$ cat config.mk
export PLATFORM = sky130hd
export DESIGN_NAME = rtc_lectura_sec
export DESIGN_NICKNAME = d
export VERILOG_FILES = /design/src/rtl/rtc_pkg.sv /design/src/rtl/divisor_tick.sv /design/src/rtl/rtc_lectura_sec.sv
export SDC_FILE = /design/constraint.sdc
export NUM_CORES = 1
export LEC_CHECK = 0
export BUFFER_PORTS_ARGS = -buffer_cell sky130_fd_sc_hd__buf_2
export CORE_MARGIN = 1.5
export CORE_UTILIZATION = 48
export CTS_CLUSTER_DIAMETER = 200
export CTS_CLUSTER_SIZE = 12
export DETAILED_ROUTE_END_ITERATION = 12
export PLACE_DENSITY = 0.73
export SLEW_MARGIN = 15
export SYNTH_ARGS = -nofsm -noshare
export SYNTH_HDL_FRONTEND = slang
export SYNTH_SLANG_ARGS = --single-unit
$ cat constraint.sdc
create_clock -name reloj -period 1.7 [get_ports reloj]
set_clock_uncertainty 0.05 [all_clocks]
set_input_delay 0 -clock reloj [delete_from_list [all_inputs] [get_ports reloj]]
set_output_delay 0 -clock reloj [all_outputs]
set_load 0.01 [all_outputs]
$ cat src/rtl/rtc_pkg.sv
// Shared constants for the RTC read sweep: register map, display positions, FSM states.
package rtc_pkg;

  localparam int unsigned N_REGS = 9;

  localparam logic [7:0] ADDR_SEG     = 8'h21;
  localparam logic [7:0] ADDR_MIN     = 8'h22;
  localparam logic [7:0] ADDR_HORA    = 8'h23;
  localparam logic [7:0] ADDR_DIA     = 8'h24;
  localparam logic [7:0] ADDR_MES     = 8'h25;
  localparam logic [7:0] ADDR_ANIO    = 8'h26;
  localparam logic [7:0] ADDR_TMR_SEG = 8'h41;
  localparam logic [7:0] ADDR_TMR_MIN = 8'h42;
  localparam logic [7:0] ADDR_TMR_H   = 8'h43;

  localparam logic [3:0] POS_SEG     = 4'd0;
  localparam logic [3:0] POS_MIN     = 4'd1;
  localparam logic [3:0] POS_HORA    = 4'd2;
  localparam logic [3:0] POS_DIA     = 4'd3;
  localparam logic [3:0] POS_MES     = 4'd4;
  localparam logic [3:0] POS_ANIO    = 4'd5;
  localparam logic [3:0] POS_TMR_SEG = 4'd6;
  localparam logic [3:0] POS_TMR_MIN = 4'd7;
  localparam logic [3:0] POS_TMR_H   = 4'd8;

  typedef enum logic [2:0] {
    IDLE    = 3'd0,
    DIR     = 3'd1,
    ESP1    = 3'd2,
    DATO    = 3'd3,
    ESP2    = 3'd4,
    PUBLICA = 3'd5
  } estado_t;

  // Display position -> RTC register address.
  function automatic logic [7:0] reg_addr(input logic [3:0] idx);
    case (idx)
      POS_SEG:     reg_addr = ADDR_SEG;
      POS_MIN:     reg_addr = ADDR_MIN;
      POS_HORA:    reg_addr = ADDR_HORA;
      POS_DIA:     reg_addr = ADDR_DIA;
      POS_MES:     reg_addr = ADDR_MES;
      POS_ANIO:    reg_addr = ADDR_ANIO;
      POS_TMR_SEG: reg_addr = ADDR_TMR_SEG;
      POS_TMR_MIN: reg_addr = ADDR_TMR_MIN;
      POS_TMR_H:   reg_addr = ADDR_TMR_H;
      default:     reg_addr = 8'h00;
    endcase
  endfunction

endpackage

$ cat src/rtl/divisor_tick.sv
// Free-running 0..CICLOS-1 counter; tick is high for the one cycle the counter sits at its last value.
module divisor_tick #(
  parameter int unsigned CICLOS = 1_666_667
) (
  input  logic reloj,
  input  logic resetM,
  output logic tick
);

  localparam int unsigned W = (CICLOS > 1) ? $clog2(CICLOS) : 1;
  localparam logic [W-1:0] ULTIMO = W'(CICLOS - 1);

  logic [W-1:0] cuenta;

  always_ff @(posedge reloj) begin
    if (!resetM) begin
      cuenta <= '0;
    end else if (cuenta == ULTIMO) begin
      cuenta <= '0;
    end else begin
      cuenta <= cuenta + 1'b1;
    end
  end

  assign tick = (cuenta == ULTIMO);

endmodule

$ cat src/rtl/rtc_lectura_sec.sv
// Periodic nine-register read sweep of the RTC multiplexed AD bus, publishing one
// DIR_DATO/POSICION/RD strobe per register to the display path.
module rtc_lectura_sec
  import rtc_pkg::*;
#(
  parameter int unsigned TICK_CYCLES = 1_666_667,
  parameter int unsigned T_PULSE     = 10,
  parameter int unsigned T_GAP       = 5
) (
  input  logic       reloj,
  input  logic       resetM,
  input  logic       pausa,
  input  logic [7:0] ad_in,
  output logic [7:0] ad_out,
  output logic       ad_oe,
  output logic       cs_n,
  output logic       rd_n,
  output logic       wr_n,
  output logic       a_d,
  output logic [7:0] DIR_DATO,
  output logic [3:0] POSICION,
  output logic       RD,
  output logic       ocupado
);

  localparam int unsigned T_MAX = (T_PULSE > T_GAP) ? T_PULSE : T_GAP;
  localparam int unsigned FW    = (T_MAX > 1) ? $clog2(T_MAX) : 1;
  localparam logic [FW-1:0] FIN_PULSO = FW'(T_PULSE - 1);
  localparam logic [FW-1:0] FIN_GAP   = FW'(T_GAP - 1);

  estado_t       estado;
  logic [FW-1:0] fase;
  logic [3:0]    indice;
  logic [7:0]    dato_cap;
  logic          pendiente;
  logic          tick;

  divisor_tick #(
    .CICLOS (TICK_CYCLES)
  ) u_divisor (
    .reloj  (reloj),
    .resetM (resetM),
    .tick   (tick)
  );

  always_ff @(posedge reloj) begin
    if (!resetM) begin
      estado    <= IDLE;
      fase      <= '0;
      indice    <= '0;
      dato_cap  <= '0;
      pendiente <= 1'b0;
      cs_n      <= 1'b1;
      rd_n      <= 1'b1;
      wr_n      <= 1'b1;
      a_d       <= 1'b1;
      ad_oe     <= 1'b0;
      ad_out    <= '0;
      DIR_DATO  <= '0;
      POSICION  <= '0;
      RD        <= 1'b0;
      ocupado   <= 1'b0;
    end else begin
      // A wrap that finds a request already pending is simply absorbed.
      if (tick) begin
        pendiente <= 1'b1;
      end
      RD <= 1'b0;

      case (estado)
        IDLE: begin
          if (pendiente && !pausa) begin
            // Consuming the request wins over a wrap on the same edge.
            pendiente <= 1'b0;
            indice    <= POS_SEG;
            fase      <= '0;
            estado    <= DIR;
            cs_n      <= 1'b0;
            wr_n      <= 1'b0;
            a_d       <= 1'b0;
            ad_oe     <= 1'b1;
            ad_out    <= reg_addr(POS_SEG);
            ocupado   <= 1'b1;
          end
        end

        DIR: begin
          if (fase == FIN_PULSO) begin
            fase   <= '0;
            estado <= ESP1;
            cs_n   <= 1'b1;
            wr_n   <= 1'b1;
            a_d    <= 1'b1;
          end else begin
            fase <= fase + 1'b1;
          end
        end

        ESP1: begin
          if (fase == FIN_GAP) begin
            // Release the bus on the same edge the read strobe falls.
            fase   <= '0;
            estado <= DATO;
            cs_n   <= 1'b0;
            rd_n   <= 1'b0;
            ad_oe  <= 1'b0;
          end else begin
            fase <= fase + 1'b1;
          end
        end

        DATO: begin
          if (fase == FIN_PULSO) begin
            dato_cap <= ad_in;
            fase     <= '0;
            estado   <= ESP2;
            cs_n     <= 1'b1;
            rd_n     <= 1'b1;
          end else begin
            fase <= fase + 1'b1;
          end
        end

        ESP2: begin
          if (fase == FIN_GAP) begin
            fase     <= '0;
            estado   <= PUBLICA;
            RD       <= 1'b1;
            DIR_DATO <= dato_cap;
            POSICION <= indice;
          end else begin
            fase <= fase + 1'b1;
          end
        end

        PUBLICA: begin
          if (indice == POS_TMR_H) begin
            estado  <= IDLE;
            ocupado <= 1'b0;
          end else begin
            indice <= indice + 4'd1;
            fase   <= '0;
            estado <= DIR;
            cs_n   <= 1'b0;
            wr_n   <= 1'b0;
            a_d    <= 1'b0;
            ad_oe  <= 1'b1;
            ad_out <= reg_addr(indice + 4'd1);
          end
        end

        default: begin
          estado <= IDLE;
        end
      endcase
    end
  end

endmodule

==> impl_metrics.toml <==
[floorplan]
row_count = 28
core-area_sq_um = 6030
chipHeight_microns = 82.5
ioPinCount = 38
die_width_microns = 82.5
die-area_sq_um = 6800
floorplan.initialDensity_pct = 50.3

[logic_synthesis]
dominantRegCellSynth = "dfxtp_1"
ys_types = 57
synth_area_leaders = "dfxtp_1 (42%), mux2i_1 (6.9%), nor2_1 (5.6%)"
ys.warnings.count = 0
cell_type_with_the_largest_total_area_after_synthesis = "dfxtp_1"
syn-cell-area_sq_um = 3030
post_synth.cell_area_avg_sq_um = 8.84
async_reset_ff_share_pct = 0
yosys_register_bits = 64
post_synth_inst_count = 343
number_of_enable_type_register_cells_in_the_synthesized_netlist = 0
sequential_fraction_of_the_synthesis_area_pct = 42.2
yosys.area.top_type_share_pct = 42.2

[setup_path]
crit_type = "register to register"
largest_fanout_of_any_net_on_the_critical_path = 7
crit_arrival_ns = 1.93
timing.critical_path.to_type = "register"
worst_r2r_startpoint = "u_divisor.cuenta[4]"
cp.required_ns = 1.93
critical_path.startpoint = "u_divisor.cuenta[4]"
crit_path_start_kind = "register"

[route]
wl_per_cell_microns = 14.2
viasPerCell = 5.47
drc = 0
ant_nets = 0
detailroute.via_count = 2707
detailedRoute.firstPassIterationCount = 4
detail_route.iter0.violations = 111
wirelength_microns = 7050

[timing]
timing.fmax_mhz = 590
finalHoldViolCount = 0
timing.final.setup_violations = 0
timing.final.crit_period_ns = 1.69
final.period_utilization_pct = 99.7
timing_max_transition_violations_final = 0
grt_setup_unrepaired = "true"

[power_and_ir_drop]
switching_share_pct = 24.4
power.combinational.fraction_pct = 3.5
power.total_uw = 2980
net-switching-power_uw = 726
clockPowerShare_pct = 45.6
power_frac_seq_pct = 50.9
ir_drop_uv = 528
internal_power_uw = 2250
standby_leakage_power_uw = 0.00171
power_density_of_the_placed_cells_nw_per_um2 = 756

[cells_and_area]
final_core_util_pct = 65.3
layout_cell_share_with_drive_strength_beyond_1_pct = 30.5
final_nets = 435
instances_no_fill = 495
layout-area-overhead-vs-synth_pct = 29.7
n_antenna_cell = 0

[global_route]
grt_pass1_vias = 2486
grt_antenna_before_repair = 0
grt_util_all_layers_pct = 21.7
grt_start_max_net_pins = 32
grt_pass1_wl_microns = 11100
grt-ovfl-total = 0

[run]
timing.max_cap.violations = 0

[clock_tree]
worst_skew_pair.late_latency_ns = 0.35
tritoncts = "built"
ctsLongestPathBuffers = 2
htree_num_levels = 3
cts.sink_count = 64
clkTransAtPathRegs_ns = 0.07
cts_root_cell = "clkbuf_8"
cts_made_buffers = 9

[placement]
placedCellCount = 467
gp_routability_congestion = 0.846
port_buffers = 34
dp_hpwl_microns = 4860

[worst_hold_path]
min-delay-start = "pausa"
min-delay-path-class = "input port to register"

[status]
outcome = "finished, final reports clean"
## area by class of cell
class	instances	area, sq um
Tap cell	75	93.8
Fill cell	506	2090
Clock inverter	7	77.6
Inverter	14	56.3
Multi-Input combinational cell	244	1710
Timing Repair Buffer	82	577
Sequential cell	64	1300
Clock buffer	9	124
## cells in the final DEF, fill, tap and decap left out, types with 4 or more instances in the layout
| master | synthesis | final |
|---|---|---|
| clkbuf_8 | 0 | 9 |
| nor2_1 | 45 | 45 |
| inv_1 | 13 | 13 |
| xnor2_1 | 7 | 7 |
| and2_1 | 4 | 4 |
| nor3_1 | 6 | 6 |
| buf_4 | 5 | 35 |
| nand3_2 | 2 | 5 |
| dlygate4sd3_1 | 0 | 9 |
| nand2_1 | 14 | 14 |
| o21ai_0 | 17 | 17 |
| nand3_1 | 12 | 9 |
| xor2_1 | 5 | 5 |
| a21o_1 | 4 | 4 |
| nor2b_1 | 6 | 6 |
| o31ai_1 | 6 | 4 |
| and3_1 | 5 | 4 |
| a21oi_1 | 15 | 13 |
| or3_1 | 5 | 4 |
| dfxtp_2 | 0 | 10 |
| dfxtp_1 | 64 | 53 |
| buf_2 | 3 | 34 |
| mux2i_1 | 21 | 21 |
| inv_6 | 0 | 4 |
| ha_1 | 9 | 7 |
| nand4_1 | 7 | 7 |
## power groups by stage
stage               clock network (uW)  registers (uW)  logic [uW]
finish                            1360            1520         105
global route                      1450            1520         115
CTS                               1380            1520        97.1
detailed placement                   0            1550        81.1
global placement                     0            1550        78.7
floorplan                            0            1550        49.4
## final timing paths
check / slack, ns / endpoint / depth (start not counted)
worst max-delay path: 0.005 / u_divisor.cuenta[18] / 5
worst min register to register: 0.41 / u_divisor.cuenta[0] / 1
worst min-delay path: 0.15 / cs_n / 5
worst max register to register: 0.005 / u_divisor.cuenta[18] / 5
## cell families after synthesis
logic type	count (synthesis)	synth area share (%)
AOI/OAI and AO/OA	69	15.4
xor gates and xnor gates	12	3.47
adders and majority gates	9	3.71
buffers and inverters	37	5.32
DFF	64	42.2
muxes	21	6.93
other	1	0.124
and+or+nand+nor	130	22.8
## Yosys cell counts, drive strengths merged (6+ instances only)
cell type,instances
dfxtp,64
nor2,45
mux2i,21
o21ai,17
a21oi,16
clkbuf,15
nand2,15
nand3,14
inv,13
ha,9
buf,8
nand4,7
xnor2,7
and3,6
nor2b,6
nor3,6
o31ai,6
or3,6
## routing by layer
metal / vias up / global-route usage [%] / part of all wire [%]
met3: 8 / 6.26 / 4.7
li1: 1367 / - / -
met2: 70 / 34.6 / 49
met5: - / 0 / 0
met4: 0 / 9.00 / 1.4
met1: 1262 / 27.4 / 45
## worst max-delay path, cell delays in order (launching register included)
cell     delay, ns
dfxtp_2       0.37
nand3_2       0.09
or4_4         0.53
buf_6         0.15
or3_4         0.32
a21oi_2       0.12
## stage by stage
step	TNS (ns)	cell area [sq um]	setup slack [ns]	hold slack, ns
global placement	0	3510	0.0154	0.187
detailed placement	-0.160	3510	-0.0279	0.196
floorplan	-0.128	3090	-0.0391	0.0971
global route	-0.301	3940	-0.0421	0.201
CTS	0	3820	0.000678	0.140
finish	0	3940	0.00534	0.154
## repair_timing
item / 4_1_cts / 5_1_grt
buffers inserted: 0 / 3
resized for setup: 5 / 23
hold buffers: 9 / 0
endpoints found under the setup margin: 20 / 41
pin swaps: 0 / 8
gates cloned: 0 / 0
endpoints found under the hold margin: 10 / 0
## registers in the layout, summed over array words and instances, names as in the netlist
name,flops
RD,1
ad_oe,1
a_d,1
cs_n,1
rd_n,1
ocupado,1
dato_cap,8
estado,3
ad_out,5
pendiente,1
POSICION,4
u_divisor.cuenta,21
DIR_DATO,8
fase,4
indice,4
Power figures use the tool's default switching activity.
